===== config.mk =====
export PLATFORM = sky130hd
export DESIGN_NAME = key_debounce
export DESIGN_NICKNAME = d
export VERILOG_FILES = /design/src/rtl/key_debounce_pkg.sv /design/src/rtl/key_debounce_channel.sv /design/src/rtl/key_debounce.sv
export SDC_FILE = /design/constraint.sdc
export NUM_CORES = 1
export LEC_CHECK = 0
export ABC_AREA = 1
export CAP_MARGIN = 20
export CORE_UTILIZATION = 60
export CTS_BUF_LIST = sky130_fd_sc_hd__clkbuf_4
export CTS_CLUSTER_DIAMETER = 30
export DETAILED_ROUTE_END_ITERATION = 6
export PLACE_DENSITY = 0.84
export RECOVER_POWER = 100
export SKIP_LAST_GASP = 1
export SYNTH_ARGS = -nofsm -noshare
export SYNTH_HDL_FRONTEND = slang
export SYNTH_SLANG_ARGS = --single-unit

===== constraint.sdc =====
create_clock -name Clk -period 2.75 [get_ports Clk]
set_input_delay 0.55 -clock Clk [delete_from_list [all_inputs] [get_ports Clk]]
set_output_delay 0.55 -clock Clk [all_outputs]
set_load 0.01 [all_outputs]

===== src/rtl/key_debounce_pkg.sv =====
// key_debounce_pkg: shared defaults and key state encoding for the key debouncer
package key_debounce_pkg;

    localparam int DEFAULT_DEBOUNCE_CYCLES = 50000;
    localparam int DEFAULT_REPEAT_CYCLES   = 25000000;

    typedef enum logic {
        KEY_PRESSED  = 1'b0,
        KEY_RELEASED = 1'b1
    } key_state_t;

endpackage


===== src/rtl/key_debounce_channel.sv =====
// key_debounce_channel: one key: 2-flop synchroniser, stability counter, level and edge pulses (auto-repeat under KEY_DEBOUNCE_REPEAT_EN)
module key_debounce_channel
    import key_debounce_pkg::*;
#(
    parameter int DEBOUNCE_CYCLES = DEFAULT_DEBOUNCE_CYCLES,
    parameter int REPEAT_CYCLES   = DEFAULT_REPEAT_CYCLES
) (
    input  logic Clk,
    input  logic Reset_n,
    input  logic key_n,
    output logic level_n,
    output logic key_press,
    output logic key_release
);

    localparam int            CW      = $clog2(DEBOUNCE_CYCLES);
    localparam logic [CW-1:0] CNT_MAX = CW'(DEBOUNCE_CYCLES - 1);

    if (DEBOUNCE_CYCLES < 2) begin : g_bad_debounce
        $error("key_debounce_channel: DEBOUNCE_CYCLES must be >= 2");
    end
    if (REPEAT_CYCLES < 2) begin : g_bad_repeat
        $error("key_debounce_channel: REPEAT_CYCLES must be >= 2");
    end

    logic          sync1_q;
    logic          sync2_q;
    logic [CW-1:0] cnt_q, cnt_d;
    key_state_t    level_q, level_d;
    logic          press_q, press_d;
    logic          release_q, release_d;
    logic          differ;
    logic          accept;
`ifdef KEY_DEBOUNCE_REPEAT_EN
    localparam int            RW      = $clog2(REPEAT_CYCLES);
    localparam logic [RW-1:0] RPT_MAX = RW'(REPEAT_CYCLES - 1);
    logic [RW-1:0] rpt_q, rpt_d;
    logic          rpt_fire;
`endif

    // accept a new level only after the synchronised input has disagreed for DEBOUNCE_CYCLES edges in a row
    always_comb begin
        differ    = sync2_q != level_q;
        accept    = differ && (cnt_q == CNT_MAX);
        cnt_d     = (differ && !accept) ? cnt_q + 1'b1 : '0;
        level_d   = accept ? key_state_t'(sync2_q) : level_q;
        release_d = accept && (level_q == KEY_PRESSED);
`ifdef KEY_DEBOUNCE_REPEAT_EN
        rpt_fire  = !accept && (level_q == KEY_PRESSED) && (rpt_q == RPT_MAX);
        rpt_d     = (accept || level_q == KEY_RELEASED || rpt_fire) ? '0 : rpt_q + 1'b1;
        press_d   = (accept && (level_q == KEY_RELEASED)) || rpt_fire;
`else
        press_d   = accept && (level_q == KEY_RELEASED);
`endif
    end

    // all state resets to the released condition so no pulse survives an aborted count
    always_ff @(posedge Clk or negedge Reset_n) begin
        if (!Reset_n) begin
            sync1_q   <= 1'b1;
            sync2_q   <= 1'b1;
            cnt_q     <= '0;
            level_q   <= KEY_RELEASED;
            press_q   <= 1'b0;
            release_q <= 1'b0;
`ifdef KEY_DEBOUNCE_REPEAT_EN
            rpt_q     <= '0;
`endif
        end else begin
            sync1_q   <= key_n;
            sync2_q   <= sync1_q;
            cnt_q     <= cnt_d;
            level_q   <= level_d;
            press_q   <= press_d;
            release_q <= release_d;
`ifdef KEY_DEBOUNCE_REPEAT_EN
            rpt_q     <= rpt_d;
`endif
        end
    end

    assign level_n     = level_q;
    assign key_press   = press_q;
    assign key_release = release_q;

endmodule


===== src/rtl/key_debounce.sv =====
// key_debounce: synchronise and debounce NUM_KEYS active-low keys into clean levels plus press/release pulses (auto-repeat under KEY_DEBOUNCE_REPEAT_EN)
module key_debounce
    import key_debounce_pkg::*;
#(
    parameter int NUM_KEYS        = 2,
    parameter int DEBOUNCE_CYCLES = DEFAULT_DEBOUNCE_CYCLES,
    parameter int REPEAT_CYCLES   = DEFAULT_REPEAT_CYCLES
) (
    input  logic                Clk,
    input  logic                Reset_n,
    input  logic [NUM_KEYS-1:0] Key_n,
    output logic [NUM_KEYS-1:0] Key_level_n,
    output logic [NUM_KEYS-1:0] Key_press,
    output logic [NUM_KEYS-1:0] Key_release
);

    for (genvar i = 0; i < NUM_KEYS; i++) begin : g_key
        key_debounce_channel #(
            .DEBOUNCE_CYCLES(DEBOUNCE_CYCLES),
            .REPEAT_CYCLES  (REPEAT_CYCLES)
        ) u_chan (
            .Clk        (Clk),
            .Reset_n    (Reset_n),
            .key_n      (Key_n[i]),
            .level_n    (Key_level_n[i]),
            .key_press  (Key_press[i]),
            .key_release(Key_release[i])
        );
    end

endmodule

### Word level (Yosys, flattened, before mapping)

Cells that the tools add are included.

| word-level totals | value |
|---|---|
| bits of input ports | 4 |
| output and inout bits | 6 |
| word-level logic and storage cells | 32 |
| register bits after elaboration | 42 |

| cells by class | value |
|---|---|
| reduce and logical (&&, ||, !) cells | 10 |
| bitwise gates (word level) | 2 |
| $add $sub $neg | 2 |
| mux-type cells | 2 |
| equality and inequality tests | 4 |

Operators by type and width:

| kind | number |
|---|---|
| $add A16 B1 Y16 const B | 2 |
| $eq A16 B16 Y1 const B | 2 |
| $mux W16 | 2 |
| $logic_and A1 B1 Y1 | 8 |
| $logic_not A1 Y1 | 2 |
| $ne A1 B1 Y1 | 2 |
| $not A1 Y1 | 2 |

### Longest topological paths before layout

Gate-level depths: netlist (run 1).

| logic depth | value |
|---|---|
| depth after elaboration | 5 |
| gate-level depth with buffers | 8 |
| mapped depth without buffers | 8 |

### Hierarchy

A second synthesis (run 1) with hierarchy kept.

| second synthesis, totals | value |
|---|---|
| cells, all modules | 264 |
| area total of the unflattened synthesis | 2192.1 sq um |

By module, submodules not included:

| module | sequential area each (sq um) | instances | area each (sq um) | cells each |
|---|---|---|---|---|
| key_debounce_channel | 529.3 | 2 | 1096.1 | 132 |

### Least setup slack after synthesis (run 1)

OpenSTA, ideal clock, no wires.

| timing path | value |
|---|---|
| path kind | flip-flop to flip-flop |
| from | reg g_key[1].u_chan.cnt_q[0] |
| to | reg g_key[1].u_chan.cnt_q[4] |
| data required time | 2630 ps |
| arrival | 1224 ps |
| setup time | 120 ps |
| cell stages (with the launch flop) | 8 |
| path buffers | 1 |
| clock period less this slack | 1344 ps |
| path slack | 1406 ps |
| cells stage by stage | dfrtp_1 -> ha_1 -> nand3_2 -> nor3_4 -> nand2_2 -> nand2_4 -> buf_12 -> nor2_2 |

| between the ends | value |
|---|---|
| word-level cells in the longest chain between the ends | 5 |
| elaborated cells on any way between the ends | 6 |
| classes of those cells | add/sub: 1; eq/ne: 1; mux: 1; reduce/logical: 3 |

RTL lines:

| element | RTL line | source |
|---|---|---|
| start, declared | key_debounce_channel.sv:28 | `logic [CW-1:0] cnt_q, cnt_d;` |
| start signal, assigned | key_debounce_channel.sv:72 | `cnt_q <= cnt_d;` |
| branches (longest 4 deep; another with $add A16 B1 Y16) | -- |  |
| $mux W16 (*) | key_debounce_channel.sv:45 | `cnt_d = (differ && !accept) ? cnt_q + 1'b1 : '0;` |
| via g_key[1].u_chan.cnt_d[4] | key_debounce_channel.sv:28 |  |

Mark *: on every way through the listed nets, which the timed path passes.
A chain may end at the register's enable or synchronous reset.

### Worst setup path in the final report (run 1)

| timing path | value |
|---|---|
| from | reg g_key[1].u_chan.cnt_q[0] |
| to | reg g_key[1].u_chan.cnt_q[15] |

The elaborated chain is that of the path after synthesis.

==> results.md, run 1 <==
* Unrepaired setup endpoints after global routing: false
* Yosys reg bits at 42
* Drt initial violations at about 110
* Clock skew at ~5.2 ps
* Status: completed
* Maximum Capacitance Violations at 0
* Post-CTS Setup Repair Bufs at 0
* CP max stage delay at between 500 and 600 ps
* FILL cells at 280
* First-pass GRT wire length at slightly below 7 mm
* DP Area at between 2000 and 2500 um^2
* Worst setup path endpoint: g_key[1].u_chan.cnt_q[15]$_DFF_PN0_
* Rows at 21
* Ports at 10
* Fraction of power spent switching nets at 0.235
* Overflow after GRT at 0
* Crit end category: flip-flop
* Hold Path Class: primary input to async pin
* IO Port Bufs at 9
* Sequential share of the synthesized area at 0.473
* Clock Pin Slew Worst Setup and Hold Paths at 110 ps
* Post-DP HPWL at 2.86 mm
* Internal Power at roughly 0.00073 W
* Reg-to-reg endpoint: g_key[1].u_chan.cnt_q[15]$_DFF_PN0_
* Per-cell routed wire length at roughly 12 um
* Fmax at between 400 and 500 MHz
* DRT Pass-1 Iters at 4
* Starting density of the core at 0.650
* Post-cts resize count at 0
* Final worst slack at roughly 650 ps
* Post-route cell area at 2320 um^2
* Cell family with most CP delay: simple AND/OR/NAND/NOR gates
* CTS tree: done
* Height of the die at ~63 um
* Final setup fails at 0
* Syn Std Cell Area at roughly 2200 um^2
* Multi-input gate area at between 900 and 1000 um^2
* Via density at between 5 and 6
* Full die area at approximately 4000 um^2
* Final setup TNS at 0 ps
* Crit path depth at 6
* Logic gate share of total power at 0.042
* Critical Path Source: g_key[1].u_chan.cnt_q[0]$_DFF_PN0_
* Worst EP arrival at ~2300 ps
* Total number of vias at roughly 1,700
* Worst slew pin tran at ~900 ps
* Headroom to the max-slew limit at 0.400
* Power density over the cells at a little over 400 nW/um^2
* Maximum vdd drop at roughly 0.29 mV
* Critical path, cell by cell: ha_1 > nand3_1 > nor3_1 > nand2_2 > nand2_1 > nor2_1
* Total GRT Usage at 0.224
* Final Wtd Congestion at about 0.92
* Slowest CP cell: nand2_1
* Part of the cycle the worst path needs at 0.764
* DR DRC count at 0
* Area Overhead vs Synth at 3.52%
* Worst skew pair latency at about 340 ps
* Synth Instances at about 280
* Ratio of cells with drive above 1 in the final layout at 0.111
* Post-Place Worst Slack at approximately 1100 ps
* Post-Route WL at 3.85 mm
* CORE AREA at ~3400 um^2
* Pleak at between 0.9 and 1 nW
* Die X-Extent at 63.1 um
* CTS Buffer Depth at 2
* CTS Root Cell: clkbuf_4
* # nets final at 292
* Critical Path Source Type: flip-flop
* Diode count at 0
* Avg Cell Area, Syn at between 8 and 9 um^2
* Clock power share at 0.292
* Routed Antenna Nets at 0
* Max-slew violation count at 0
* H-Tree Depth at 2
* Reg-to-Reg Start: g_key[1].u_chan.cnt_q[0]$_DFF_PN0_
* Sequential power share at 0.666
* Hold-fix buffers, CTS at 0
* Buf/Inv on CP at 0
* Tmin final at roughly 2100 ps
* Initial antenna violation count at 0
* Num Clock Sinks at 42
* Crit Path Max Fanout at 16
* Vias in the first global route at around 1,700
* Yosys cell types at 24
* Sw Pwr at around 0.00023 W
* Register area at between 1000 and 1500 um^2
* CTS buffer count at 5
* WS Path Type: flip-flop to flip-flop
* Final core occ at 0.673
* R2R setup slack at approximately 650 ps
* Ys Warns at 0
* Final hold violation count at 0
* Post-Syn Nets at approximately 280
* Cells on worst reg2reg path at 6
* Worst EP required at about 3000 ps
* Largest net degree at the start of global routing at 43
==> sequential cells by signal (all words and copies together) (netlist names) <==
| signal | flops |
|---|---|
| g_key.u_chan.sync1_q | 2 |
| g_key.u_chan.key_release | 2 |
| g_key.u_chan.sync2_q | 2 |
| g_key.u_chan.cnt_q | 32 |
| g_key.u_chan.key_press | 2 |
| g_key.u_chan.level_n | 2 |
==> final cells by class <==
class,count,share of cell area
Clock inverter,3,0.00486
Clock buffer,5,0.0162
Tap cell,46,0.0249
Multi-Input combinational cell,200,0.415
Inverter,28,0.0454
Sequential cell,42,0.457
Timing Repair Buffer,9,0.0367
==> power by group through the flow <==
stage / Sequential (W) / Combinational, W / Clock, W
6_report: 0.000638 / 0.0000406 / 0.000280
5_1_grt: 0.000640 / 0.0000480 / 0.000313
4_1_cts: 0.000638 / 0.0000451 / 0.000288
3_5_place_dp: 0.000650 / 0.0000449 / 0
3_3_place_gp: 0.000649 / 0.0000435 / 0
2_1_floorplan: 0.000648 / 0.0000287 / 0
==> layer usage <==
metal,vias up,part of all wire,track usage
met5,-,0,0
met4,0,0.013,0.0959
met3,7,0.033,0.0634
met2,31,0.44,0.347
met1,801,0.51,0.293
li1,880,-,-
==> synthesized netlist by cell type (all sizes together) <==
cell type / number / area, um^2
nand3: 13 / 75.1
ha: 2 / 25.0
inv: 28 / 105
o21bai: 3 / 22.5
nor2: 70 / 300
nor3: 3 / 26.3
nand4: 15 / 93.8
o21ai: 5 / 25.0
xor2: 11 / 96.3
buf: 8 / 76.3
dfrtp: 36 / 901
dfstp: 6 / 158
nand2: 73 / 294
or2: 2 / 12.5
xnor2: 3 / 26.3
==> stage by stage <==
step	power (W)	instances	hold slack [ps]
floorplan	0.000677	278	254
global placement	0.000693	325	346
detailed placement	0.000695	325	348
CTS	0.000971	333	348
global route	0.00100	333	377
finish	0.000958	333	309
==> cell usage in the layout, fill, tap and decap left out, drive strengths merged <==
| cell type | synthesis | final |
|---|---|---|
| clkinv | 0 | 3 |
| dfrtp | 36 | 36 |
| nor2 | 70 | 70 |
| clkbuf | 0 | 5 |
| nand3 | 13 | 13 |
| o21bai | 3 | 3 |
| nand2 | 73 | 73 |
| buf | 8 | 1 |
| o21ai | 5 | 5 |
| nor3 | 3 | 3 |
| nand4 | 15 | 15 |
| dfstp | 6 | 6 |
| ha | 2 | 2 |
| xnor2 | 3 | 3 |
| or2 | 2 | 2 |
| inv | 28 | 28 |
| dlygate4sd3 | 0 | 8 |
| xor2 | 11 | 11 |
==> worst min path at each step <==
| stage | slack, ps | endpoint | depth (start not counted) | start |
|---|---|---|---|---|
| 2_1_floorplan | 250 | g_key[0].u_chan.cnt_q[0]$_DFF_PN0_ | 0 | Reset_n |
| 3_3_place_gp | 350 | g_key[0].u_chan.sync2_q$_DFF_PN1_ | 0 | g_key[0].u_chan.sync1_q$_DFF_PN1_ |
| 3_5_place_dp | 350 | g_key[0].u_chan.sync2_q$_DFF_PN1_ | 0 | g_key[0].u_chan.sync1_q$_DFF_PN1_ |
| 4_1_cts | 350 | g_key[0].u_chan.cnt_q[7]$_DFF_PN0_ | 1 | Reset_n |
| 5_1_grt | 380 | g_key[1].u_chan.sync2_q$_DFF_PN1_ | 0 | g_key[1].u_chan.sync1_q$_DFF_PN1_ |
| 6_report | 310 | g_key[0].u_chan.cnt_q[0]$_DFF_PN0_ | 1 | Reset_n |
==> cells by family (layout without fill, tap and decap cells) <==
logic type	after synthesis	count (layout)	synth area share
flip-flops	42	42	0.473
buffers and inverters	36	45	0.0811
AND/OR/NAND/NOR	176	176	0.359
AO/OA/AOI/OAI	8	8	0.0213
adder cells (fa/ha/maj)	2	2	0.0112
XOR/XNOR	14	14	0.0548
Power figures use the tool's default switching activity.
==> run 2, diff against run 1 <==
--- a/config.mk
+++ b/config.mk
@@ -7,11 +7,11 @@
 export LEC_CHECK = 0
 export ABC_AREA = 1
 export CAP_MARGIN = 20
-export CORE_UTILIZATION = 60
+export CORE_UTILIZATION = 56
 export CTS_BUF_LIST = sky130_fd_sc_hd__clkbuf_4
 export CTS_CLUSTER_DIAMETER = 30
 export DETAILED_ROUTE_END_ITERATION = 6
-export PLACE_DENSITY = 0.84
+export PLACE_DENSITY = 0.83
 export RECOVER_POWER = 100
 export SKIP_LAST_GASP = 1
 export SYNTH_ARGS = -nofsm -noshare
==> constraint.sdc (replaced) <==
create_clock -name Clk -period 1.8 [get_ports Clk]
set_input_delay 0.36 -clock Clk [delete_from_list [all_inputs] [get_ports Clk]]
set_output_delay 0.36 -clock Clk [all_outputs]
set_load 0.01 [all_outputs]
==> run 2 against run 1 <==
- power rose by 55%
- clock-buffer cell count rose by 1
- non-clock buffer count rose by 1
- worst setup slack got worse by 530 ps
- die area rose by 6.9%
- largest power group unchanged
==> results.md, run 2 (same netlist as run 1, synthesis figures left out) <==
* Diode count at 0 (unchanged)
* Worst EP required at 1440 ps (was 2960 ps)
* Worst skew pair latency at 350 ps (was 340 ps)
* Hold-fix buffers, CTS at 0 (unchanged)
* Pleak at 0.997 nW (was 0.975 nW)
* Crit end category: output port (was flip-flop)
* Final core occ at 0.627 (was 0.673)
* Slowest CP cell: dlygate4sd3_1 (was nand2_1)
* Headroom to the max-slew limit at 0.348 (was 0.400)
* Total GRT Usage at 0.211 (was 0.224)
* Non-filler cells, final at 336 (was 333)
* Sequential power share at 0.656 (was 0.666)
* Post-Route WL at 3.95 mm (was 3.85 mm)
* Cells on worst reg2reg path at 6 (unchanged)
* Per-cell routed wire length at 11.7 um (was 11.5 um)
* Final hold violation count at 0 (unchanged)
* FILL cells at 321 (was 280)
* Tmin final at 1680 ps
* Critical Path Source Type: flip-flop (unchanged)
* CTS buffer count at 5 (unchanged)
* Buf/Inv on CP at 1 (was 0)
* Crit path depth at 1 (was 6)
* Fraction of power spent switching nets at 0.231 (was 0.235)
* Status: completed (unchanged)
* Placed cell count at 328 (was 325)
* Sw Pwr at 0.000343 W (was 0.000225 W)
* # nets final at 293 (was 292)
* H-Tree Depth at 2 (unchanged)
* Logic gate share of total power at 0.043 (was 0.042)
* DRT Pass-1 Iters at 4 (unchanged)
* Ports at 10 (unchanged)
* Starting density of the core at 0.598 (was 0.650)
* Num Clock Sinks at 42 (unchanged)
* Overflow after GRT at 0 (unchanged)
* Multi-input gate area at 982 um^2 (was 961 um^2)
* DP Area at 2310 um^2 (was 2300 um^2)
* Clock skew at 5.72 ps (was 5.24 ps)
* CTS Root Cell: clkbuf_4 (unchanged)
* Largest net degree at the start of global routing at 43 (unchanged)
* Internal Power at 0.00114 W (was 0.000733 W)
* Worst EP arrival at 1320 ps (was 2310 ps)
* Height of the die at 65.2 um (was 63.1 um)
* Post-DP HPWL at 2.88 mm (was 2.86 mm)
* Total number of vias at 1,776 (was 1,719)
* Rows at 22 (was 21)
* Ratio of cells with drive above 1 in the final layout at 0.115 (was 0.111)
* Vias in the first global route at 1,551 (was 1,722)
* R2R setup slack at 200 ps (was 650 ps)
* Reg-to-reg endpoint: g_key[1].u_chan.cnt_q[10]$_DFF_PN0_ (was g_key[1].u_chan.cnt_q[15]$_DFF_PN0_)
* Power density over the cells at 633 nW/um^2 (was 414 nW/um^2)
* Die X-Extent at 65.2 um (was 63.1 um)
* Hold slack at 227 ps (was 309 ps)
* Final setup TNS at 0 ps (unchanged)
* Most flop-heavy register: g_key.u_chan.cnt_q (unchanged)
* Unrepaired setup endpoints after global routing: false (unchanged)
* Max FFs per register at 32 (unchanged)
* Register area at 1060 um^2 (unchanged)
* Hold Path Class: primary input to async pin (unchanged)
* Full die area at 4250 um^2 (was 3980 um^2)
* Commonest non-fill, non-tap cell in the layout: nand2_1 (unchanged)
* Drt initial violations at 140 (was 111)
* Initial antenna violation count at 0 (unchanged)
* WS Path Type: flip-flop to output port (was flip-flop to flip-flop)
* Final Wtd Congestion at 0.826 (was 0.918)
* Post-route cell area at 2350 um^2 (was 2320 um^2)
* DR DRC count at 0 (unchanged)
* Crit Path Max Fanout at 1 (was 16)
* Most frequent cells in the layout: 69 x nand2_1, 59 x nor2_1, 36 x dfrtp_1 (was 71 x nand2_1, 55 x nor2_1, 36 x dfrtp_1)
* Max-slew violation count at 0 (unchanged)
* Final setup fails at 0 (unchanged)
* CP max stage delay at 590 ps (was 570 ps)
* Via density at 5.29 (was 5.16)
* Part of the cycle the worst path needs at 0.932
* First-pass GRT wire length at 6.76 mm (was 6.91 mm)
* Critical path, cell by cell: dlygate4sd3_1 (was ha_1 > nand3_1 > nor3_1 > nand2_2 > nand2_1 > nor2_1)
* Area Overhead vs Synth at 4.92% (was 3.52%)
* Maximum Capacitance Violations at 0 (unchanged)
* Post-CTS Setup Repair Bufs at 0 (unchanged)
* IO Port Bufs at 9 (unchanged)
* Clock power share at 0.301 (was 0.292)
* Worst slew pin tran at 978 ps (was 900 ps)
* Maximum vdd drop at 0.302 mV (was 0.286 mV)
* Cell family with most CP delay: buffers and inverters (was simple AND/OR/NAND/NOR gates)
* Fmax at 596 MHz
* Reg-to-Reg Start: g_key[1].u_chan.cnt_q[0]$_DFF_PN0_ (unchanged)
* CTS Buffer Depth at 2 (unchanged)
* Routed Antenna Nets at 0 (unchanged)
* CTS tree: done (unchanged)
* Clock Pin Slew Worst Setup and Hold Paths at 120 ps (was 110 ps)
* CORE AREA at 3740 um^2 (was 3440 um^2)
[run 2: cell types whose count changed in the layout (fill, tap and decap cells not counted), moves of 2 or more]
cell	before	now
nand2_4	0	2
nor2_2	15	11
clkinv_1	3	1
dfstp_1	0	2
nor2_1	55	59
dlygate4sd2_1	0	2
clkdlybuf4s50_1	0	3
dfstp_2	6	4
dlygate4sd3_1	8	3
nand2_1	71	69
[run 2: how the worst max path moves through the flow]
stage / start / end / slack [ps]
2_1_floorplan: g_key[1].u_chan.cnt_q[0]$_DFF_PN0_ / g_key[1].u_chan.cnt_q[7]$_DFF_PN0_ / 460
3_3_place_gp: g_key[1].u_chan.cnt_q[0]$_DFF_PN0_ / g_key[1].u_chan.cnt_q[15]$_DFF_PN0_ / 390
3_5_place_dp: g_key[1].u_chan.cnt_q[0]$_DFF_PN0_ / g_key[1].u_chan.cnt_q[10]$_DFF_PN0_ / 290
4_1_cts: g_key[1].u_chan.key_release$_DFF_PN0_ / Key_release[1] / 200
5_1_grt: g_key[1].u_chan.cnt_q[0]$_DFF_PN0_ / g_key[1].u_chan.cnt_q[14]$_DFF_PN0_ / 80
6_report: g_key[0].u_chan.key_release$_DFF_PN0_ / Key_release[0] / 120
[run 2: cell type report]
type | count | area share
clock buffers | 6 | 0.0192
clock inverters | 2 | 0.00373
inverters | 28 | 0.0448
multi-input cells | 200 | 0.418
flip-flops and latches | 42 | 0.451
well taps | 48 | 0.0256
repair buffers | 10 | 0.0373
[run 2: power groups by stage]
stage	Combinational [W]	Sequential (W)	Clock [W]
detailed placement	0.0000691	0.000993	0
finish	0.0000643	0.000975	0.000448
floorplan	0.0000438	0.000991	0
global placement	0.0000677	0.000993	0
global route	0.0000749	0.000977	0.000514
CTS	0.0000693	0.000976	0.000469
[run 2: per-layer routing]
layer	global-route usage	vias up	part of all wire
li1	-	882	-
met2	0.312	44	0.45
met4	0.0815	0	0.016
met5	0	-	0
met1	0.283	845	0.48
met3	0.0729	5	0.054
[run 2: what timing repair did]
| action | in CTS | in global routing |
|---|---|---|
| hold endpoints to repair | 0 | 0 |
| gates resized for setup | 2 | 0 |
| setup endpoints to repair | 2 | 0 |
[run 2: per-stage QoR]
step	setup WS, ps	power [W]
floorplan	456	0.00103
global placement	388	0.00106
detailed placement	289	0.00106
CTS	195	0.00151
global route	78.9	0.00157
finish	123	0.00149
==> run 3, diff against run 2 <==
--- a/config.mk
+++ b/config.mk
@@ -11,7 +11,7 @@
 export CTS_BUF_LIST = sky130_fd_sc_hd__clkbuf_4
 export CTS_CLUSTER_DIAMETER = 30
 export DETAILED_ROUTE_END_ITERATION = 6
-export PLACE_DENSITY = 0.83
+export PLACE_DENSITY = 0.81
 export RECOVER_POWER = 100
 export SKIP_LAST_GASP = 1
 export SYNTH_ARGS = -nofsm -noshare
==> run 3 against run 2 <==
- cell count up 0.60%
- clock-buffer cell count unchanged
- maximum frequency up 0.22%
- via count down 0.51%
- sequential share of layout area down 0.57 points
- sequential power about the same
- global-route usage up 2.0 points
- routed wire length up 9.3%
- cell area up 1.3%
- utilization up 0.80 points
- worst hold slack better by 140 ps
==> results.md, run 3 (same netlist as run 1, synthesis figures left out) <==
* CTS Buffer Depth at 2 (unchanged)
* Total number of vias at 1,767 (was 1,776)
* Overflow after GRT at 0 (unchanged)
* CORE AREA at 3740 um^2 (unchanged)
* Final hold violation count at 0 (unchanged)
* Logic gate share of total power at 0.042 (was 0.043)
* IO Port Bufs at 9 (unchanged)
* Routed Antenna Nets at 0 (unchanged)
* # nets final at 295 (was 293)
* Critical path, cell by cell: dlygate4sd3_1 (unchanged)
* Critical Path Source Type: flip-flop (unchanged)
* Worst skew pair latency at 340 ps (was 350 ps)
* Status: completed (unchanged)
* Height of the die at 65.2 um (unchanged)
* Per-cell routed wire length at 12.8 um (was 11.7 um)
* Largest net degree at the start of global routing at 26 (was 43)
* Post-Route WL at 4.31 mm (was 3.95 mm)
* Crit Path Max Fanout at 1 (unchanged)
* Tmin final at 1670 ps (was 1680 ps)
* Headroom to the max-slew limit at 0.586 (was 0.348)
* CTS tree: done (unchanged)
* Sw Pwr at 0.000355 W (was 0.000343 W)
* Hold Path Class: flip-flop to flip-flop (was primary input to async pin)
* Internal Power at 0.00129 W (was 0.00114 W)
* Worst EP arrival at 1310 ps (was 1320 ps)
* Commonest non-fill, non-tap cell in the layout: nand2_1 (unchanged)
* Pleak at 1.02 nW (was 0.997 nW)
* CTS Root Cell: clkbuf_4 (unchanged)
* Final setup TNS at 0 ps (unchanged)
* Area Overhead vs Synth at 6.26% (was 4.92%)
* Worst EP required at 1440 ps (about the same)
* Fmax at 598 MHz (was 596 MHz)
* CTS buffer count at 5 (unchanged)
* Starting density of the core at 0.598 (unchanged)
* Unrepaired setup endpoints after global routing: false (unchanged)
* Total GRT Usage at 0.231 (was 0.211)
* Post-DP HPWL at 3.13 mm (was 2.88 mm)
* Final setup fails at 0 (unchanged)
* Sequential power share at 0.594 (was 0.656)
* Final Wtd Congestion at 0.845 (was 0.826)
* WS Path Type: flip-flop to output port (unchanged)
* Post-Place Worst Slack at 315 ps (was 289 ps)
* Max-slew violation count at 0 (unchanged)
* Slowest CP cell: dlygate4sd3_1 (unchanged)
* Initial antenna violation count at 0 (unchanged)
* Full die area at 4250 um^2 (unchanged)
* CP max stage delay at 600 ps (was 590 ps)
* Clock power share at 0.365 (was 0.301)
* Final worst slack at 126 ps (was 123 ps)
* Ports at 10 (unchanged)
* DRT Pass-1 Iters at 5 (was 4)
* Via density at 5.23 (was 5.29)
* Clock Pin Slew Worst Setup and Hold Paths at 120 ps (about the same)
* Cell family with most CP delay: buffers and inverters (unchanged)
* Diode count at 0 (unchanged)
* Vias in the first global route at 1,678 (was 1,551)
* Rows at 22 (unchanged)
* Most frequent cells in the layout: 70 x nand2_1, 63 x nor2_1, 36 x dfrtp_1 (was 69 x nand2_1, 59 x nor2_1, 36 x dfrtp_1)
* Drt initial violations at 197 (was 140)
* Hold slack at 367 ps (was 227 ps)
* Ratio of cells with drive above 1 in the final layout at 0.0966 (was 0.115)
* Most flop-heavy register: g_key.u_chan.cnt_q (unchanged)
* H-Tree Depth at 2 (unchanged)
* Max FFs per register at 32 (unchanged)
* Die X-Extent at 65.2 um (unchanged)
* Buf/Inv on CP at 1 (unchanged)
* Maximum Capacitance Violations at 0 (unchanged)
* First-pass GRT wire length at 7.50 mm (was 6.76 mm)
* Part of the cycle the worst path needs at 0.930 (was 0.932)
* Non-filler cells, final at 338 (was 336)
* Clock skew at 13.2 ps (was 5.72 ps)
* Num Clock Sinks at 42 (unchanged)
* Placed cell count at 329 (was 328)
* Power density over the cells at 691 nW/um^2 (was 633 nW/um^2)
* Worst slew pin tran at 620 ps (was 978 ps)
* Crit end category: output port (unchanged)
* Fraction of power spent switching nets at 0.216 (was 0.231)
* DR DRC count at 0 (unchanged)
* Maximum vdd drop at 0.338 mV (was 0.302 mV)
[run 3: cell count changes in the layout (fill, tap and decap cells not counted), sizes merged]
cell	previous run	this run
clkdlybuf4s50	3	1
clkinv	2	1
clkbuf	7	9
buf	1	0
dlygate4sd3	3	6
bufinv	0	1
[run 3: routing by layer]
metal	vias to the layer above	routed length, um	global-route usage
met5	-	0	0
met4	0	42	0.0734
met3	6	175	0.0365
met2	48	2040	0.372
met1	831	2060	0.318
li1	882	-	-
[run 3: cell type report]
type,instances,area (um^2)
inverters,28,105
repair buffers,12,100
multi-input cells,200,975
flip-flops and latches,42,1060
clock inverters,2,33.8
clock buffers,6,45.0
well taps,48,60.1
fillers,326,1370
[run 3: per-stage QoR]
| stage | instance area (um^2) | utilization | total power, W |
|---|---|---|---|
| 3_3_place_gp | 2320 | 0.620 | 0.00106 |
| 5_1_grt | 2380 | 0.635 | 0.00171 |
| 6_report | 2380 | 0.635 | 0.00164 |
| 2_1_floorplan | 2240 | - | 0.00103 |
| 3_5_place_dp | 2320 | 0.620 | 0.00107 |
| 4_1_cts | 2410 | 0.643 | 0.00166 |
[run 3: what timing repair did]
action                                 CTS  global route
endpoints found under the hold margin    9             0
setup endpoints to repair                2             0
gates resized for setup                  2             0
setup buffers                            0             0
hold buffers                             1             0
[run 3: path summary, 6_finish.rpt]
kind	from	to	slack, ps	cells after the start
worst max-delay path	g_key[1].u_chan.key_release$_DFF_PN0_	Key_release[1]	130	1
min in group asynchronous	Reset_n	g_key[0].u_chan.cnt_q[3]$_DFF_PN0_	540	2
worst min register to register	g_key[0].u_chan.sync1_q$_DFF_PN1_	g_key[0].u_chan.sync2_q$_DFF_PN1_	370	0
worst max register to register	g_key[0].u_chan.cnt_q[0]$_DFF_PN0_	g_key[0].u_chan.cnt_q[9]$_DFF_PN0_	300	6
max in group asynchronous	Reset_n	g_key[1].u_chan.cnt_q[6]$_DFF_PN0_	340	3
worst min-delay path	g_key[0].u_chan.sync1_q$_DFF_PN1_	g_key[0].u_chan.sync2_q$_DFF_PN1_	370	0
[run 3: power groups by stage]
stage	Clock (W)	Sequential, W	Combinational, W
global placement	0	0.000993	0.0000703
CTS	0.000608	0.000976	0.0000746
floorplan	0	0.000991	0.0000438
global route	0.000652	0.000979	0.0000780
finish	0.000599	0.000975	0.0000684
detailed placement	0	0.000993	0.0000726
==> patch 1, RTL diff (settings of run 1) <==
`DEFAULT_DEBOUNCE_CYCLES`: 50000 -> 100000.
--- a/src/rtl/key_debounce_pkg.sv
+++ b/src/rtl/key_debounce_pkg.sv
@@ -1,7 +1,7 @@
 // key_debounce_pkg: shared defaults and key state encoding for the key debouncer
 package key_debounce_pkg;
 
-    localparam int DEFAULT_DEBOUNCE_CYCLES = 50000;
+    localparam int DEFAULT_DEBOUNCE_CYCLES = 100000;
     localparam int DEFAULT_REPEAT_CYCLES   = 25000000;
 
     typedef enum logic {
Behaviour: no difference found for any inputs over 10 cycles, from zero or initial values and one cycle with Reset_n low; that may be too few to reach the edited logic, so the function may still have changed.
==> patch 1 against run 1 <==
  * Via count increased by 1.7%
  * Design area grew 4.6%
  * First-iteration DRC count fell by 33%
  * Setup slack improved by 30 ps
  * Cell count up 3.0%
  * Routed wire length is 3.1% higher
  * Count of clock-buffer cells in the layout stayed put
  * Sequential cell count grew 2
  * Power up 15%
  * Synthesized cell count up 3.2%
  * Maximum frequency is 1.5% higher
  * Synthesized area up 3.7%
==> patch 1: results (changes against run 1) <==
FILL cells 316 (was 280); routability congestion estimate from global placement 0.823 (was 0.918); R2R Path Start g_key[0].u_chan.cnt_q[0] (was g_key[1].u_chan.cnt_q[0]); Cell variety after synth 27 (was 24); Final Skew 15.3 ps (was 5.24 ps); pre-CTS WS 1150 ps (about the same); XOR/XNOR Fraction of Synth Area 6.42% (was 5.48%); Critical Path AT 1520 ps (was 2310 ps); dpl hpwl 2940 um (was 2860 um); share of cells above drive strength 1 9.49% (was 11.1%); first-pass GRT wire length 6870 um (was 6910 um); worst-path maximum fanout 3 (was 16); sw frac 21.9% (was 23.5%); Met2 Routed Length 2100 um (was 1690 um); syn nets 293 (was 284); Post-Route M1 WL 1670 um (was 1980 um); Critical Path End Key_level_n[1] (was g_key[1].u_chan.cnt_q[15]); placed inst area 2380 um^2 (was 2300 um^2); Seq/Total Area, Yosys 47.8% (was 47.3%); Max transition margin 38.6% (was 40.0%); Combinational Power Share 3.8% (was 4.2%); placed insts 335 (was 325); pin count of the biggest net entering global routing 45 (was 43); grt met2 use 41.8% (was 34.7%); Setup crit start g_key[1].u_chan.level_n (was g_key[1].u_chan.cnt_q[0]); max FFs per register 34 (was 32); register-to-register setup slack 860 ps (was 650 ps); drt wl/cell 11.6 um (was 11.5 um); vias in the first global route 1682 (was 1722); 1st-iter DRT viols 74 (was 111); critical path's top delay family buffers and inverters (was simple AND/OR/NAND/NOR gates); outcome finished, final reports clean (unchanged); vias per inst 5.10 (was 5.16); GRT Total Usage 22.1% (was 22.4%); PwrDens 455 nW/um^2 (was 414 nW/um^2); P_leak 1.04 nW (was 0.975 nW); Max IR drop VDD 0.330 mV (was 0.286 mV); Worst-Skew Late Latency 360 ps (was 340 ps); met3 wire length 132 um (was 127 um); CTS clk-pin slew, worst paths 130 ps (was 110 ps); top post-synthesis cells by area dfrtp_1, nand2_1, nor2_1 (unchanged); slowest stage cell on the critical path dlygate4sd3_1 (was nand2_1); NumNets Final 300 (was 292); Avg Inst Size Synth 8.08 um^2 (was 8.05 um^2)
## patch 1: cell count changes after synthesis, sizes merged, moves of 2 or more
cell	before	now
nor2	70	74
nand3	13	18
a21oi	0	2
dfrtp	36	38
xnor2	3	5
inv	28	25
nand4	15	6
## patch 1: through the flow
stage               utilization (%)  hold WS (ps)
floorplan                         -           254
global placement               64.6           346
detailed placement             64.6           349
CTS                            66.8           324
global route                   65.7           372
finish                         65.7           309
## patch 1: area by class of cell
cell class                      instances  area, um^2  area share [%]
Timing Repair Buffer                    9        85.1            3.51
Clock buffer                            5        37.5            1.55
Tap cell                               48        60.1            2.48
Multi-Input combinational cell        209         996            41.1
Clock inverter                          3        42.5            1.76
Sequential cell                        44        1110            45.7
Inverter                               25        93.8            3.87
## patch 1: logic make-up (layout without fill, tap and decap cells)
family	after synthesis	count (layout)
compound gates	12	12
xor+xnor	17	17
fa+ha+maj	2	2
buf+inv	34	42
flops	44	44
simple gates	178	178
==> patch 2, RTL diff (flow settings as in run 1) <==
Made on the original files. Register the input `Key_n` before use, without a reset. The logic sees it one clock later.
--- a/src/rtl/key_debounce.sv
+++ b/src/rtl/key_debounce.sv
@@ -14,6 +14,12 @@
     output logic [NUM_KEYS-1:0] Key_release
 );
 
+    logic [NUM_KEYS-1:0] Key_n_q;
+
+    always_ff @(posedge Clk) begin
+        Key_n_q <= Key_n;
+    end
+
     for (genvar i = 0; i < NUM_KEYS; i++) begin : g_key
         key_debounce_channel #(
             .DEBOUNCE_CYCLES(DEBOUNCE_CYCLES),
@@ -21,7 +27,7 @@
         ) u_chan (
             .Clk        (Clk),
             .Reset_n    (Reset_n),
-            .key_n      (Key_n[i]),
+            .key_n      (Key_n_q[i]),
             .level_n    (Key_level_n[i]),
             .key_press  (Key_press[i]),
             .key_release(Key_release[i])
Behaviour: same outputs for any inputs over 10 cycles, from zero or initial values and one cycle with Reset_n low; that may be too few to reach the edited logic, so the function may still have changed.
==> patch 2 against run 1 <==
  * Power up 16%
  * Via count up 0.70%
  * Design area is 3.2% higher
  * Clock power rose by 43%
  * Highest routed layer unchanged
  * Setup slack better by 38 ps
  * Synthesized area grew 1.8%
  * Routed wire length increased by 3.6%
  * Sequential cell count grew 2
==> patch 2: results (changes against run 1) <==
warnings from Yosys 0 (unchanged); FFs w/ async S/R, synth 95.5% (was 100%); pre-CTS WS 1150 ps (about the same); dpl hpwl 2870 um (was 2860 um); Hold Worst Slack 307 ps (was 309 ps); Worst-Skew Late Latency 350 ps; vias per inst 5.14 (was 5.16); Detailed Routing Iterations Pass 1 4 (unchanged); Seq/Total Area, Yosys 48.2% (was 47.3%); Setup crit start g_key[0].u_chan.level_n (was g_key[1].u_chan.cnt_q[0]); Hold Crit Class in2async (unchanged); fmax 485 MHz (was 476 MHz); routability congestion estimate from global placement 0.945 (was 0.918); placed inst area 2350 um^2 (was 2300 um^2); ANT cells 0 (unchanged); critical path's top delay family buffers and inverters (was simple AND/OR/NAND/NOR gates); outcome finished, final reports clean (unchanged); max incr delay on CP 600 ps (was 570 ps); GRT Total Usage 22.8% (was 22.4%); top cells by count, synth nand2_1, nor2_1, dfrtp_1 (unchanged); worst-path maximum fanout 4 (was 16); first-pass GRT wire length 7180 um (was 6910 um); top post-synthesis cells by area dfrtp_1, nand2_1, nor2_1 (unchanged); Largest Register g_key.u_chan.cnt_q (unchanged); reg2reg end g_key[1].u_chan.cnt_q[15] (unchanged); share of cells above drive strength 1 12.1% (was 11.1%); initial antenna violation count 0 (unchanged); 1st-iter DRT viols 190 (was 111); R2R Path Start g_key[1].u_chan.cnt_q[0] (unchanged); register-to-register setup slack 700 ps (was 650 ps); CTS Buf Count 5 (unchanged); slowest stage cell on the critical path dlygate4sd3_1 (was nand2_1); post-cts sizing count 0 (unchanged); Final Skew 4.91 ps (was 5.24 ps); Setup Buffers After CTS 0 (unchanged); syn nets 286 (was 284); placed insts 329 (was 325); Synth Instances 280 (was 278); vias 1731 (was 1719); number of port buffers 9 (unchanged); Clock H-tree levels 2 (unchanged); Max IR drop VDD 0.266 mV (was 0.286 mV); P_leak 1.01 nW (was 0.975 nW); Critical Path AT 1510 ps (was 2310 ps); Reg2Reg Depth 6 (unchanged); pin count of the biggest net entering global routing 43 (unchanged); Critical Path End Key_level_n[0] (was g_key[1].u_chan.cnt_q[15]); CTS root buf clkbuf_4 (unchanged); Cell variety after synth 25 (was 24); max FFs per register 32 (unchanged); Clock Path Buffers 2 (unchanged); CTS clk-pin slew, worst paths 130 ps (was 110 ps); WL final 3980 um (was 3850 um); Worst Tran Pin Value 897 ps (was 900 ps); Top FF cell, synth dfrtp_1 (unchanged)
[patch 2: changes by cell type after synthesis, sizes merged]
cell / run 1 / this run
dfxtp: 0 / 2
[patch 2: final cells by class]
| class | instances | area, um^2 |
|---|---|---|
| Multi-Input combinational cell | 200 | 961 |
| Timing Repair Buffer | 9 | 85.1 |
| Clock buffer | 5 | 37.5 |
| Sequential cell | 44 | 1100 |
| Inverter | 28 | 105 |
| Tap cell | 48 | 60.1 |
| Clock inverter | 3 | 42.5 |
| Fill cell | 304 | 1270 |
[patch 2: layer usage]
layer  GRT usage, %  vias to the layer above  part of all wire [%]
li1               -                      883                     -
met3           5.98                        2                   4.0
met4           6.25                        0                  0.40
met2           36.6                       36                    48
met1           30.2                      810                    47
met5              0                        -                     0
[patch 2: kinds of logic (layout without fill, tap and decap cells)]
logic type      count (synthesis)  after routing  share of synthesized area, %
compound gates                  8              8                          2.09
xor+xnor                       14             14                          5.38
fa+ha+maj                       2              2                          1.10
buf+inv                        36             45                          7.97
flops                          44             44                          48.2
simple gates                  176            176                          35.2
[patch 2: power by group]
part	switching [mW]	internal [mW]
combinational	0.0288	0.0113
clock	0.211	0.190
sequential	0.00872	0.661
total	0.249	0.862
[patch 2: worst min-delay path by stage]
stage | start | end | cells past startpoint
2_1_floorplan | Reset_n | g_key[0].u_chan.cnt_q[0] | 0
3_3_place_gp | Key_n_q[1] | g_key[1].u_chan.sync1_q | 0
3_5_place_dp | Key_n_q[1] | g_key[1].u_chan.sync1_q | 0
4_1_cts | Key_n_q[1] | g_key[1].u_chan.sync1_q | 0
5_1_grt | Key_n_q[1] | g_key[1].u_chan.sync1_q | 0
6_report | Reset_n | g_key[0].u_chan.cnt_q[8] | 1
